File: src/rtl/fetch_pkg.sv
`default_nettype none
// ============================================================================
// Module      : fetch_pkg
// Description : Shared types and constants for the instruction fetch unit.
//               FSM state encoding, default reset PC, instruction width,
//               canonical NOP and PC increment.
// Revision    : 1.0 - initial release
// ============================================================================
package fetch_pkg;

    typedef enum logic [1:0] {
        BOOT  = 2'd0,
        RUN   = 2'd1,
        FAULT = 2'd2
    } state_t;

    localparam logic [31:0] DEFAULT_RESET_PC = 32'h0000_0000;
    localparam int          INSTR_W          = 32;
    localparam logic [31:0] NOP              = 32'h0000_0013;
    localparam logic [31:0] PC_STEP          = 32'd4;

endpackage
`default_nettype wire

File: src/rtl/fetch_fifo.sv
`default_nettype none
// ============================================================================
// Module      : fetch_fifo
// Description : Synchronous prefetch FIFO with flush. The head entry is
//               visible combinationally. A push and a pop in the same cycle
//               are both honoured, including when the FIFO is full.
// Ports       : clk, rst_n (async active-low), flush, push/push_data,
//               pop, head, full, empty, count
// Revision    : 1.0 - initial release
// ============================================================================
module fetch_fifo #(
    parameter int DEPTH = 2,
    parameter int WIDTH = 64,
    parameter int CNT_W = $clog2(DEPTH + 1)
) (
    input  logic             clk,
    input  logic             rst_n,
    input  logic             flush,
    input  logic             push,
    input  logic [WIDTH-1:0] push_data,
    input  logic             pop,
    output logic [WIDTH-1:0] head,
    output logic             full,
    output logic             empty,
    output logic [CNT_W-1:0] count
);

    // DEPTH is a power of two, so the pointers wrap naturally.
    localparam int PTR_W = $clog2(DEPTH);

    logic [WIDTH-1:0] mem [DEPTH];
    logic [PTR_W-1:0] rd_ptr;
    logic [PTR_W-1:0] wr_ptr;
    logic             do_pop;
    logic             do_push;

    assign empty   = (count == '0);
    assign full    = (count == CNT_W'(DEPTH));
    assign do_pop  = pop && !empty;
    assign do_push = push && (!full || do_pop);
    assign head    = mem[rd_ptr];

    always_ff @(posedge clk) begin
        if (do_push && !flush) begin
            mem[wr_ptr] <= push_data;
        end
    end

    always_ff @(posedge clk or negedge rst_n) begin
        if (!rst_n) begin
            rd_ptr <= '0;
            wr_ptr <= '0;
            count  <= '0;
        end else if (flush) begin
            rd_ptr <= '0;
            wr_ptr <= '0;
            count  <= '0;
        end else begin
            if (do_push) begin
                wr_ptr <= wr_ptr + PTR_W'(1);
            end
            if (do_pop) begin
                rd_ptr <= rd_ptr + PTR_W'(1);
            end
            case ({do_push, do_pop})
                2'b10:   count <= count + CNT_W'(1);
                2'b01:   count <= count - CNT_W'(1);
                default: count <= count;
            endcase
        end
    end

endmodule
`default_nettype wire

File: src/rtl/instr_fetch_unit.sv
`default_nettype none
// ============================================================================
// Module      : instr_fetch_unit
// Description : RV32 fetch front end. Owns the PC, issues in-order word reads
//               to instruction memory, buffers returned words in a prefetch
//               FIFO and hands them to decode. Handles redirects (flush +
//               drop of stale responses) and a sticky misaligned-target fault.
// Ports       : clk, rst_n, imem_req_*, imem_rsp_*, dec_*, redirect_*,
//               fetch_fault
// Options     : FETCH_PERF_CNT_EN - adds saturating perf_fetched and
//               perf_flushed counters as output ports.
// Revision    : 1.0 - initial release
// ============================================================================
module instr_fetch_unit
    import fetch_pkg::*;
#(
    parameter int              XLEN       = 32,
    parameter logic [XLEN-1:0] RESET_PC   = XLEN'(DEFAULT_RESET_PC),
    parameter int              FIFO_DEPTH = 2
) (
    input  logic            clk,
    input  logic            rst_n,
    output logic            imem_req_valid,
    input  logic            imem_req_ready,
    output logic [XLEN-1:0] imem_req_addr,
    input  logic            imem_rsp_valid,
    input  logic [31:0]     imem_rsp_data,
    output logic            dec_valid,
    input  logic            dec_ready,
    output logic [31:0]     dec_instr,
    output logic [XLEN-1:0] dec_pc,
    output logic [XLEN-1:0] dec_pc_plus4,
    input  logic            redirect_valid,
    input  logic [XLEN-1:0] redirect_target,
    output logic            fetch_fault
`ifdef FETCH_PERF_CNT_EN
    ,
    output logic [31:0]     perf_fetched,
    output logic [31:0]     perf_flushed
`endif
);

    localparam int CNT_W   = $clog2(FIFO_DEPTH + 1);
    localparam int ENTRY_W = INSTR_W + XLEN;

    state_t            state;
    logic [XLEN-1:0]   fetch_pc;
    logic [XLEN-1:0]   rsp_pc;
    logic [CNT_W-1:0]  outstanding;
    logic [CNT_W-1:0]  drop_cnt;

    logic [ENTRY_W-1:0] fifo_head;
    logic               fifo_full;
    logic               fifo_empty;
    logic [CNT_W-1:0]   fifo_count;

    logic             run;
    logic             rsp_fire;
    logic             rsp_drop;
    logic             redir_ok;
    logic             redir_bad;
    logic             accept;
    logic             push;
    logic             pop;
    logic [CNT_W:0]   occupancy;

    assign run       = (state == RUN);
    // A response with nothing outstanding is a leftover from before reset.
    assign rsp_fire  = imem_rsp_valid && (outstanding != '0);
    assign rsp_drop  = rsp_fire && (drop_cnt != '0);
    assign redir_ok  = run && redirect_valid && (redirect_target[1:0] == 2'b00);
    assign redir_bad = run && redirect_valid && (redirect_target[1:0] != 2'b00);
    assign occupancy = {1'b0, fifo_count} + {1'b0, outstanding};

    // Every outstanding request has a reserved FIFO slot, so a response can
    // always be pushed without overflow.
    assign imem_req_valid = run && !redirect_valid && !fifo_full &&
                            (occupancy < (CNT_W+1)'(FIFO_DEPTH));
    assign imem_req_addr  = fetch_pc;
    assign accept         = imem_req_valid && imem_req_ready;

    assign dec_valid    = run && !fifo_empty;
    // A redirect wins over a pop: decode already consumed that instruction.
    assign pop          = dec_valid && dec_ready && !redirect_valid;
    assign push         = rsp_fire && !rsp_drop && run && !redirect_valid;

    assign dec_instr    = dec_valid ? fifo_head[ENTRY_W-1:XLEN] : '0;
    assign dec_pc       = dec_valid ? fifo_head[XLEN-1:0] : '0;
    assign dec_pc_plus4 = dec_valid ? (fifo_head[XLEN-1:0] + XLEN'(PC_STEP)) : '0;

    fetch_fifo #(
        .DEPTH (FIFO_DEPTH),
        .WIDTH (ENTRY_W),
        .CNT_W (CNT_W)
    ) u_fifo (
        .clk       (clk),
        .rst_n     (rst_n),
        .flush     (redir_ok),
        .push      (push),
        .push_data ({imem_rsp_data, rsp_pc}),
        .pop       (pop),
        .head      (fifo_head),
        .full      (fifo_full),
        .empty     (fifo_empty),
        .count     (fifo_count)
    );

    always_ff @(posedge clk or negedge rst_n) begin
        if (!rst_n) begin
            state       <= BOOT;
            fetch_fault <= 1'b0;
            fetch_pc    <= RESET_PC;
            rsp_pc      <= RESET_PC;
            outstanding <= '0;
            drop_cnt    <= '0;
        end else begin
            case (state)
                BOOT:    state <= RUN;
                RUN: begin
                    if (redir_bad) begin
                        state       <= FAULT;
                        fetch_fault <= 1'b1;
                    end
                end
                FAULT:   state <= FAULT;
                default: state <= BOOT;
            endcase

            case ({accept, rsp_fire})
                2'b10:   outstanding <= outstanding + CNT_W'(1);
                2'b01:   outstanding <= outstanding - CNT_W'(1);
                default: outstanding <= outstanding;
            endcase

            // Everything still in flight after this cycle is wrong-path.
            if (redir_ok) begin
                drop_cnt <= outstanding - (rsp_fire ? CNT_W'(1) : CNT_W'(0));
            end else if (rsp_drop) begin
                drop_cnt <= drop_cnt - CNT_W'(1);
            end

            if (redir_ok) begin
                fetch_pc <= redirect_target;
            end else if (accept) begin
                fetch_pc <= fetch_pc + XLEN'(PC_STEP);
            end

            if (redir_ok) begin
                rsp_pc <= redirect_target;
            end else if (push) begin
                rsp_pc <= rsp_pc + XLEN'(PC_STEP);
            end
        end
    end

`ifdef FETCH_PERF_CNT_EN
    logic [32:0] fetched_sum;
    logic [32:0] flushed_sum;

    assign fetched_sum = {1'b0, perf_fetched} + 33'(pop);
    assign flushed_sum = {1'b0, perf_flushed} +
                         (redir_ok ? 33'(fifo_count) : 33'd0) +
                         33'(rsp_fire && run && !push);

    always_ff @(posedge clk or negedge rst_n) begin
        if (!rst_n) begin
            perf_fetched <= '0;
            perf_flushed <= '0;
        end else begin
            perf_fetched <= fetched_sum[32] ? 32'hFFFF_FFFF : fetched_sum[31:0];
            perf_flushed <= flushed_sum[32] ? 32'hFFFF_FFFF : flushed_sum[31:0];
        end
    end
`endif

endmodule
`default_nettype wire

File: config.mk
export PLATFORM = sky130hd
export DESIGN_NAME = instr_fetch_unit
export DESIGN_NICKNAME = d
export VERILOG_FILES = /design/src/rtl/fetch_pkg.sv /design/src/rtl/fetch_fifo.sv /design/src/rtl/instr_fetch_unit.sv
export SDC_FILE = /design/constraint.sdc
export NUM_CORES = 1
export LEC_CHECK = 0
export BUFFER_PORTS_ARGS = -buffer_cell sky130_fd_sc_hd__buf_4
export CORE_ASPECT_RATIO = 0.75
export CORE_UTILIZATION = 24
export CTS_CLUSTER_SIZE = 12
export DETAILED_ROUTE_END_ITERATION = 10
export PLACE_DENSITY = 0.43
export RECOVER_POWER = 25
export SLEW_MARGIN = 20
export SYNTH_ARGS = -nofsm -noshare
export SYNTH_HDL_FRONTEND = slang
export SYNTH_SLANG_ARGS = --single-unit
File: constraint.sdc
create_clock -name clk -period 8.7 [get_ports clk]
set_clock_uncertainty 0.1 [all_clocks]
set_input_delay 1.74 -clock clk [delete_from_list [all_inputs] [get_ports clk]]
set_output_delay 1.74 -clock clk [all_outputs]
set_load 0.03 [all_outputs]
==> metrics.md, run 1 <==
| Metric | Value |
|---|---|
| Worst flop-to-flop path endpoint | imem_req_addr[18]$_DFFE_PN0P_ |
| Crit Path Max Fanout | 68 |
| Register bit total from synthesis | 203 |
| Syn Inst Count | 854 |
| Synth Warn # | 0 |
| Setup violations, final | 0 |
| Remaining DRCs | 0 |
| Number of cells on the worst reg-to-reg path | 8 |
| Post-cts resize count | 0 |
| Synth cell types | 66 |
| Startpoint Class | flip-flop |
| Wirelength per Cell | 18.26 um |
| Avg Vias per Cell | 4.616 |
| Layout cells sized above 1 | 0.2477 |
| Post-CTS Hold Buffers | 0 |
| # nets final | 1128 |
| First-pass GRT wire length | 43.75 mm |
| Worst-Margin Slew | 1.875 ns |
| Total Power | 3.864 mW |
| Post-CTS setup buffers | 0 |
| CP bufs+invs | 2 |
| First-pass detailed-route iteration total | 5 |
| Fin. Hold Viols | 0 |
| Syn_nets | 933 |
| Total CTS buffers | 25 |
| Crit. path cell count | 7 |
| Buffers on Ports | 200 |
| Dominant cells by area after synthesis | edfxtp_1 (39%), dfrtp_1 (19%), mux2i_1 (6.3%), nor2_1 (4.5%), xor2_1 (2.6%) |
| Status | complete, but fails checks |
| Initial antenna violation count | 0 |
| Clk sinks | 203 |
| Syn_area_per_cell | 11.54 sq um |
| Worst Hold Class | reg -> reg |
| PD cells | 305.4 nW/um^2 |
| # rows | 63 |
| FMAX | 169.2 MHz |
| Final critical-path share of the clock period | 0.6795 |
| Max-capacitance violation count | 1 |
| Number of synthesized flops with an enable pin | 128 |
| Peak supply drop | 0.1451 mV |
| Dpl cell area | 11910 sq um |
| CP required | 6.86 ns |
| Ports | 201 |
| Routed Antenna Nets | 0 |
| Reg2reg start | u_fifo.count[0]$_DFFE_PN0P_ |
| Initial Util | 0.2466 |
| Commonest register cell after synthesis | edfxtp_1 |
| Final wirelength | 28.96 mm |
| CTS max path bufs | 3 |
| Iteration-0 DRC Markers | 341 |
| Leakage power | 4.742 nW |
| Async S/R FF share, synth | 0.3695 |
| Slew Limit Fails | 33 |
| Pin count of the biggest net entering global routing | 69 |
| Clock transition at the registers of the reported paths | 0.06 ns |
| Post-route cell area | 12650 sq um |
| Worst Setup EP | dec_pc_plus4[27] |
| TNS Setup | 0 ns |
| Vias in the first global route | 7245 |
| Worst setup path class | reg -> out |
| CP top delay family | flip-flops |
| Register area share after synthesis | 0.5804 |
| Crit path cell chain | buf_4, nand4_1, a21oi_1, nand4_1, nor3_1, mux2_2, buf_4 |
| Critical Path AT | 4.07 ns |
| CTS root buf | clkbuf_16 |
| Failing checks | capacitance limit, slew limit |
| Number of fill cells in the layout | 4112 |
| Slowest-stage cell, CP | dfrtp_4 |
| Final Wtd Congestion | 0.7599 |
| Reg2Reg Setup Slack | 5.13 ns |
| Placed Instances | 1542 |
| H-tree depth | 1 |
| Via count | 7321 |
| Die height | 177.5 um |
| GR Util All Layers | 0.1358 |
| Layout area overhead | 28.37% |
| Hold_ws | 0.3704 ns |
| RSZ-0062 raised after global routing | no |
| Min cycle time layout | 5.911 ns |
| Yosys top cell area share | 0.3900 |
| CP max stage delay | 1.13 ns |
| Antenna diodes | 0 |
| Post-Syn Area | 9856 sq um |
| Crit path from | u_fifo.rd_ptr$_DFFE_PN0P_ |
| Hpwl dp | 20.42 mm |
| Overflow after GRT | 0 |
| Core Box Area | 39960 sq um |
| Full die area | 41890 sq um |
| Area leader, netlist | edfxtp_1 |
| Die Width | 236.0 um |
| CTS tree | yes |
| Finished Layout Cells | 1586 |
| Slew margin rel. | -0.2503 |
| CP Capture Type | primary output |
| Worst-Skew Late Latency | 0.52 ns |
layout by cell type, fill, tap and decap left out, drive strengths merged, types with 19 or more instances in the layout:
| cell | instances |
|---|---|
| buf | 184 |
| edfxtp | 128 |
| nor2 | 120 |
| dfrtp | 75 |
| mux2i | 62 |
| clkbuf | 58 |
| nand2 | 47 |
| a21oi | 46 |
| nand3 | 33 |
| xor2 | 29 |
| xnor2 | 28 |
| nand4 | 28 |
| o21ai | 27 |
| and2 | 19 |
how the worst min path moves through the flow:
| stage | startpoint | endpoint | depth (start not counted) |
|---|---|---|---|
| 2_1_floorplan | rsp_pc[0]$_DFFE_PN0P_ | u_fifo.mem[0][0]$_DFFE_PP_ | 0 |
| 3_3_place_gp | rsp_pc[1]$_DFFE_PN0P_ | u_fifo.mem[0][1]$_DFFE_PP_ | 0 |
| 3_5_place_dp | rsp_pc[0]$_DFFE_PN0P_ | u_fifo.mem[1][0]$_DFFE_PP_ | 0 |
| 4_1_cts | rsp_pc[0]$_DFFE_PN0P_ | u_fifo.mem[1][0]$_DFFE_PP_ | 0 |
| 5_1_grt | rsp_pc[0]$_DFFE_PN0P_ | u_fifo.mem[1][0]$_DFFE_PP_ | 0 |
| 6_report | rsp_pc[0]$_DFFE_PN0P_ | u_fifo.mem[1][0]$_DFFE_PP_ | 0 |
sequential cells by signal, indices dropped and copies added (netlist names):
name	cells
rsp_pc	32
drop_cnt	2
outstanding	2
u_fifo.wr_ptr	1
fetch_fault	1
u_fifo.rd_ptr	1
u_fifo.mem	128
imem_req_addr	32
u_fifo.count	2
state	2
per-stage QoR:
step	worst slack, ns	util
floorplan	2.708	-
global placement	3.353	0.2979
detailed placement	3.304	0.2979
CTS	2.719	0.3173
global route	2.430	0.3166
finish	2.789	0.3166
cell type report:
cell class              count  area (sq um)  share of cell area
clock buffers              34         679.4             0.05370
multi-input cells         595          3909              0.3089
repair buffers            208          1531              0.1210
inverters                  16         60.06            0.004747
flip-flops and latches    203          5724              0.4524
well taps                 520         650.6             0.05142
clock inverters            10         97.59            0.007714
per-layer routing:
metal / part of all wire / vias up / global-route usage / routed length (um)
met4: 0.023 / 0 / 0.03295 / 660
li1: - / 3541 / - / -
met1: 0.47 / 3591 / 0.1852 / 13590
met2: 0.47 / 152 / 0.2231 / 13540
met3: 0.041 / 37 / 0.02364 / 1178
met5: 0 / - / 0 / 0
cell usage after synthesis, types with 17 or more instances:
cell and number:
edfxtp_1 128, nor2_1 119, dfrtp_1 75, mux2i_1 62, nand2_1 47, a21oi_1 46
nand3_1 31, xor2_1 29, xnor2_1 28, nand4_1 25, o21ai_0 25, and2_1 19
clkbuf_1 19, a31oi_1 17
worst register-to-register path: cells and delay by family, from the launching register on:
family | cells | cell delay, ns
compound gates | 2 | 0.41
simple gates | 4 | 1.79
flops | 1 | 0.48
buf+inv | 1 | 0.30
fa+ha+maj | 1 | 0.38
report_power, final:
part | total (mW) | internal (mW) | switching (mW) | leakage, nW
combinational | 1.28 | 0.530 | 0.750 | 2.32
clock | 1.01 | 0.602 | 0.405 | 0.377
sequential | 1.58 | 1.25 | 0.325 | 2.04
total | 3.86 | 2.38 | 1.48 | 4.74
kinds of logic after synthesis:
family	share of synthesized area
AOI/OAI and AO/OA	0.08607
xor gates and xnor gates	0.05065
adders and majority gates	0.01219
buffers and inverters	0.02641
DFF	0.5804
muxes	0.06982
and+or+nand+nor	0.1744
(Power assumes the default switching activity.)
==> run 2, diff against run 1 <==
Settings changed: ABC_AREA set to 1.
Clock period 8.7 ns to 5.5 ns, I/O delays scaled along.
==> run 2 against run 1 <==
Against the previous run: the run still ends with capacitance limit, slew limit left; via count grew 38%; worst setup slack worse by 1.9 ns; core utilization decreased by 0.86 points; final cell count is 47% higher; total power up 80%; hold slack got worse by 0.0040 ns; clock-buffer cell count fell by 5; die area grew 15%; global-route usage rose by 1.6 points; sequential power increased by 56%; non-clock buffer count rose by 6; design area rose by 13%.
==> metrics.md, run 2 <==
| Metric | Value |
|---|---|
| Status | complete, but fails checks |
| Failing checks | capacitance limit, slew limit |
| Fin. Hold Viols | 0 |
| Syn_nets | 1563 |
| Final Wtd Congestion | 0.8612 |
| # nets final | 1758 |
| Post-route cell area | 14280 sq um |
| Post-CTS setup buffers | 0 |
| Setup ws final | 0.9258 ns |
| Final critical-path share of the clock period | 0.8317 |
| Crit path cell chain | inv_2, nand2_1, nand2_2, ha_1, inv_1, nor2_4, nand3_1, nor2_2, o21ai_0, a21oi_1, buf_4 |
| Hpwl dp | 27.62 mm |
| Post-cts resize count | 0 |
| Avg Vias per Cell | 4.340 |
| Ports | 201 |
| Min cycle time layout | 4.574 ns |
| Hold_ws | 0.3663 ns |
| Vias in the first global route | 9581 |
| CTS tree | yes |
| FMAX | 218.6 MHz |
| Initial Util | 0.2456 |
| Final Core Density | 0.3080 |
| Full die area | 48330 sq um |
| Total CTS buffers | 24 |
| Most flop-heavy register | u_fifo.mem |
| Most frequent cells in the layout | nand2_1 (528), nor2_1 (249), buf_4 (180) |
| Reg2Reg Setup Slack | 2.21 ns |
| Clock transition at the registers of the reported paths | 0.06 ns |
| Placed Instances | 2283 |
| Number of synthesized flops with an enable pin | 128 |
| Finished Layout Cells | 2327 |
| Crit. path cell count | 11 |
| Layout cells sized above 1 | 0.1774 |
| Layout area overhead | 25.41% |
| CP top delay family | simple AND/OR/NAND/NOR gates |
| CP bufs+invs | 3 |
| Number of cells on the worst reg-to-reg path | 9 |
| Max-capacitance violation count | 1 |
| Count leader, synth | nand2_1 |
| Worst-Margin Slew | 2.455 ns |
| Reg area | 5722 sq um |
| CTS root buf | clkbuf_16 |
| Iteration-0 DRC Markers | 544 |
| TNS Setup | 0 ns |
| Startpoint Class | flip-flop |
| Leakage power | 6.562 nW |
| Via count | 10.10k |
| CP Capture Type | primary output |
| CP max stage delay | 0.66 ns |
| Commonest non-fill, non-tap cell in the layout | nand2_1 |
| Area of the multi-input gates | 4867 sq um |
| Post-Syn Area | 11390 sq um |
| H-tree depth | 1 |
| First-pass GRT wire length | 56.42 mm |
| CTS max path bufs | 3 |
| Async S/R FF share, synth | 0.3695 |
| Worst flop-to-flop path endpoint | u_fifo.mem[1][60]$_DFFE_PP_ |
| Synth Warn # | 0 |
| Worst Hold Class | reg -> reg |
| Register area share after synthesis | 0.5024 |
| Setup violations, final | 0 |
| Post-CTS Hold Buffers | 0 |
| Peak supply drop | 0.2021 mV |
| Antenna diodes | 0 |
| Routed Antenna Nets | 0 |
| Register bit total from synthesis | 203 |
| Reg2reg start | state[1]$_DFFE_PN0P_ |
| Slew Limit Fails | 40 |
| Core Box Area | 46370 sq um |
| First-pass detailed-route iteration total | 5 |
| Dominant cells by area after synthesis | edfxtp_1 (34%), nand2_1 (17%), dfrtp_1 (16%), nor2_1 (8.3%), inv_1 (4.6%) |
| Wirelength per Cell | 16.01 um |
| Area leader, netlist | edfxtp_1 |
| Overflow after GRT | 0 |
| Slew margin rel. | -0.6366 |
| Dpl cell area | 13550 sq um |
| Worst setup path class | reg -> out |
| Worst-Skew Late Latency | 0.54 ns |
| RSZ-0062 raised after global routing | no |
| Ranking of synthesized cells by instance count | nand2_1 (528), nor2_1 (251), inv_1 (141) |
| Initial antenna violation count | 0 |
| CP required | 4.30 ns |
| Final wirelength | 37.26 mm |
| Max FFs per register | 128 |
| Yosys top cell area share | 0.3375 |
| Buffers on Ports | 200 |
| Die height | 190.6 um |
| Number of fill cells in the layout | 5087 |
| Syn_area_per_cell | 7.673 sq um |
| Syn Inst Count | 1484 |
| Crit path from | u_fifo.rd_ptr$_DFFE_PN0P_ |
| Worst Setup EP | dec_pc_plus4[12] |
| GR Util All Layers | 0.1523 |
| Synth cell types | 40 |
| Pin count of the biggest net entering global routing | 51 |
| Die Width | 253.5 um |
| Slowest-stage cell, CP | dfrtp_2 |
| Remaining DRCs | 0 |
| Commonest register cell after synthesis | edfxtp_1 |
| Total Power | 6.947 mW |
| Crit Path Max Fanout | 35 |
| Clk sinks | 203 |
| # rows | 68 |
| Critical Path AT | 3.37 ns |
| PD cells | 486.5 nW/um^2 |
| Place WS | 1.438 ns |
==> run 2: worst min-delay path by stage <==
stage                                 start  cells past startpoint                         end
global placement    fetch_fault$_DFFE_PN0P_                      2     fetch_fault$_DFFE_PN0P_
finish              fetch_fault$_DFFE_PN0P_                      2     fetch_fault$_DFFE_PN0P_
detailed placement  fetch_fault$_DFFE_PN0P_                      2     fetch_fault$_DFFE_PN0P_
CTS                 fetch_fault$_DFFE_PN0P_                      2     fetch_fault$_DFFE_PN0P_
floorplan             rsp_pc[0]$_DFFE_PN0P_                      0  u_fifo.mem[0][0]$_DFFE_PP_
global route        fetch_fault$_DFFE_PN0P_                      2     fetch_fault$_DFFE_PN0P_
==> run 2: kinds of logic after synthesis <==
group,Yosys count,synth area share
and+or+nand+nor,942,0.3434
DFF,203,0.5024
buffers and inverters,193,0.07219
AOI/OAI and AO/OA,119,0.05769
xor gates and xnor gates,18,0.01384
adders and majority gates,9,0.01055
==> run 2: per-layer routing <==
| metal | global-route usage | wire, um | vias up |
|---|---|---|---|
| met5 | 0 | 0 | - |
| met4 | 0.03636 | 787 | 0 |
| met3 | 0.02512 | 2044 | 48 |
| met2 | 0.2212 | 15260 | 262 |
| met1 | 0.2312 | 19170 | 4691 |
| li1 | - | - | 5099 |
==> run 2: layout make-up <==
type                    count  area share
clock buffers              29     0.04337
clock inverters            15     0.01113
inverters                 148     0.03890
multi-input cells        1088      0.3408
flip-flops and latches    203      0.4006
well taps                 630     0.05520
repair buffers            214      0.1100
==> run 2: power by group <==
part	switching, mW	total, mW	internal (mW)
logic	1.94	2.89	0.950
registers	0.491	2.46	1.97
clock network	0.661	1.60	0.944
total	3.09	6.95	3.86
==> run 2: tightest hold or removal path: stages (launching register included) <==
cell and delay [ns]:
dfrtp_1 0.34, inv_1 0.04, nand2_1 0.05
==> run 3, diff against run 2 <==
Settings changed: PLACE_DENSITY 0.43 to 0.44.
Clock period 5.5 ns to 3.69 ns, I/O delays scaled along.
==> run 3 against run 2 <==
Against the previous run: clock power rose by 39%; worst setup slack got worse by 0.69 ns; non-clock buffer count up 6; sequential power rose by 48%; highest routed layer unchanged; flip-flop and latch count did not move; largest power group unchanged; hold slack worse by 0.049 ns; design area up 0.43%; first-iteration DRC count grew 19%; the run still ends with capacitance limit, slew limit left; register-to-register slack lost 1.4 ns; global-route usage decreased by 0.051 points; die area stayed put; total power grew 48%.
==> metrics.md, run 3 (synthesis results as in run 2) <==
| Metric | Value |
|---|---|
| Status | complete, but fails checks |
| Failing checks | capacitance limit, slew limit |
| Post-route cell area | 14340 sq um |
| CP required | 2.85 ns |
| Startpoint Class | flip-flop |
| Remaining DRCs | 0 |
| Layout area overhead | 25.95% |
| Slew Limit Fails | 55 |
| Combinational fraction of design power | 0.431 |
| Final Wtd Congestion | 0.8760 |
| CTS root buf | clkbuf_16 |
| Worst Hold Class | in -> reg |
| Leakage power | 6.582 nW |
| Max-capacitance violation count | 1 |
| Min cycle time layout | 3.457 ns |
| Final wirelength | 36.80 mm |
| Post-CTS Hold Buffers | 0 |
| Wirelength per Cell | 15.79 um |
| Setup ws final | 0.2334 ns |
| Place WS | 0.5553 ns |
| Worst-Skew Late Latency | 0.53 ns |
| Total Power | 10.29 mW |
| Buffers on Ports | 200 |
| Internal Power | 5.677 mW |
| Fin. Hold Viols | 0 |
| # nets final | 1763 |
| Most flop-heavy register | u_fifo.mem |
| Overflow after GRT | 0 |
| Hpwl dp | 27.49 mm |
| Max FFs per register | 128 |
| Core Box Area | 46370 sq um |
| Iteration-0 DRC Markers | 650 |
| Dpl cell area | 13610 sq um |
| Clk sinks | 203 |
| Antenna diodes | 0 |
| First-pass detailed-route iteration total | 5 |
| Avg Vias per Cell | 4.315 |
| Via count | 10.06k |
| CP top delay family | simple AND/OR/NAND/NOR gates |
| CTS max path bufs | 3 |
| H-tree depth | 1 |
| Initial Util | 0.2456 |
| CP max stage delay | 0.47 ns |
| Crit Path Max Fanout | 46 |
| Routed Antenna Nets | 0 |
| CP bufs+invs | 2 |
| Layout cells sized above 1 | 0.1840 |
| Slew margin rel. | -0.05211 |
| RSZ-0062 raised after global routing | no |
| Slowest-stage cell, CP | dfrtp_2 |
| Die Width | 253.5 um |
| Commonest non-fill, non-tap cell in the layout | nand2_1 |
| Worst-Margin Slew | 1.578 ns |
| Critical Path AT | 2.62 ns |
| Switch Pwr | 4.610 mW |
| Pin count of the biggest net entering global routing | 65 |
| Vias in the first global route | 9520 |
| CP Capture Type | primary output |
| PD cells | 717.2 nW/um^2 |
| Cell mode on critical path | nand2_1 |
| Switching Fraction | 0.4481 |
| GR Util All Layers | 0.1518 |
| CTS tree | yes |
| Initial antenna violation count | 0 |
| Peak supply drop | 0.3798 mV |
| Worst setup path class | reg -> out |
| Clock transition at the registers of the reported paths | 0.06 ns |
| Crit path cell chain | buf_12, nand2_1, nand2_1, nand2_2, nor2_1, nand2_1, nor2_1, nand2_1, nand2_1, nand2_1, nor2_1, buf_4 |
| Setup violations, final | 0 |
| Ports | 201 |
| # rows | 68 |
| Final critical-path share of the clock period | 0.9368 |
| Seq pwr share | 0.352 |
| Most frequent cells in the layout | nand2_1 (527), nor2_1 (247), buf_4 (182) |
| Total CTS buffers | 23 |
| Die height | 190.6 um |
| Hold_ws | 0.3175 ns |
| Clock power share | 0.216 |
| FMAX | 289.3 MHz |
| Full die area | 48330 sq um |
| First-pass GRT wire length | 56.56 mm |
-- run 3: cell count changes in the layout (fill, tap and decap cells not counted), sizes merged --
cell | before | now
buf | 181 | 187
clkinv | 12 | 5
bufinv | 3 | 1
clkbuf | 62 | 68
clkinvlp | 0 | 1
-- run 3: worst paths after layout --
kind	startpoint	end	slack [ns]	cells past startpoint
setup / recovery	u_fifo.rd_ptr$_DFFE_PN0P_	dec_pc_plus4[29]	0.23	12
max in group asynchronous	rst_n	u_fifo.rd_ptr$_DFFE_PN0P_	1.93	1
hold / removal	imem_rsp_data[3]	u_fifo.mem[1][35]$_DFFE_PP_	0.32	1
setup reg to reg	state[1]$_DFFE_PN0P_	u_fifo.mem[1][43]$_DFFE_PP_	0.77	9
min in group asynchronous	rst_n	imem_req_addr[25]$_DFFE_PN0P_	0.49	1
hold reg to reg	fetch_fault$_DFFE_PN0P_	fetch_fault$_DFFE_PN0P_	0.37	2
-- run 3: per-stage QoR --
step | TNS, ns | std cells | util
2_1_floorplan | -109.78 | 1484 | -
3_3_place_gp | 0 | 2288 | 0.2936
3_5_place_dp | 0 | 2288 | 0.2936
4_1_cts | 0 | 2330 | 0.3091
5_1_grt | 0 | 2331 | 0.3093
6_report | 0 | 2331 | 0.3093
-- run 3: area by class of cell --
class | instances | area [sq um]
Clock buffer | 35 | 640.6
Clock inverter | 7 | 71.32
Fill cell | 5007 | 32030
Inverter | 148 | 566.8
Multi-Input combinational cell | 1088 | 4892
Sequential cell | 203 | 5722
Tap cell | 630 | 788.3
Timing Repair Buffer | 220 | 1662
-- run 3: repair_timing --
action                     in CTS  in global routing
setup endpoints to repair       8                 21
setup buffers                   0                  1
gates resized for setup         2                 14
pin swaps                       0                  1
-- run 3: power groups by stage --
stage / Sequential, mW / Clock [mW] / Combinational (mW)
CTS: 3.61 / 2.30 / 4.46
floorplan: 3.67 / 0 / 2.82
global placement: 3.64 / 0 / 4.41
finish: 3.63 / 2.23 / 4.44
detailed placement: 3.65 / 0 / 4.44
global route: 3.70 / 2.39 / 4.97
-- run 3: routing by layer --
| metal | vias up | wire [um] | GRT usage |
|---|---|---|---|
| li1 | 5120 | - | - |
| met1 | 4650 | 19400 | 0.2356 |
| met2 | 257 | 14900 | 0.2177 |
| met3 | 31 | 1975 | 0.02662 |
| met4 | 0 | 524 | 0.02541 |
| met5 | - | 0 | 0 |
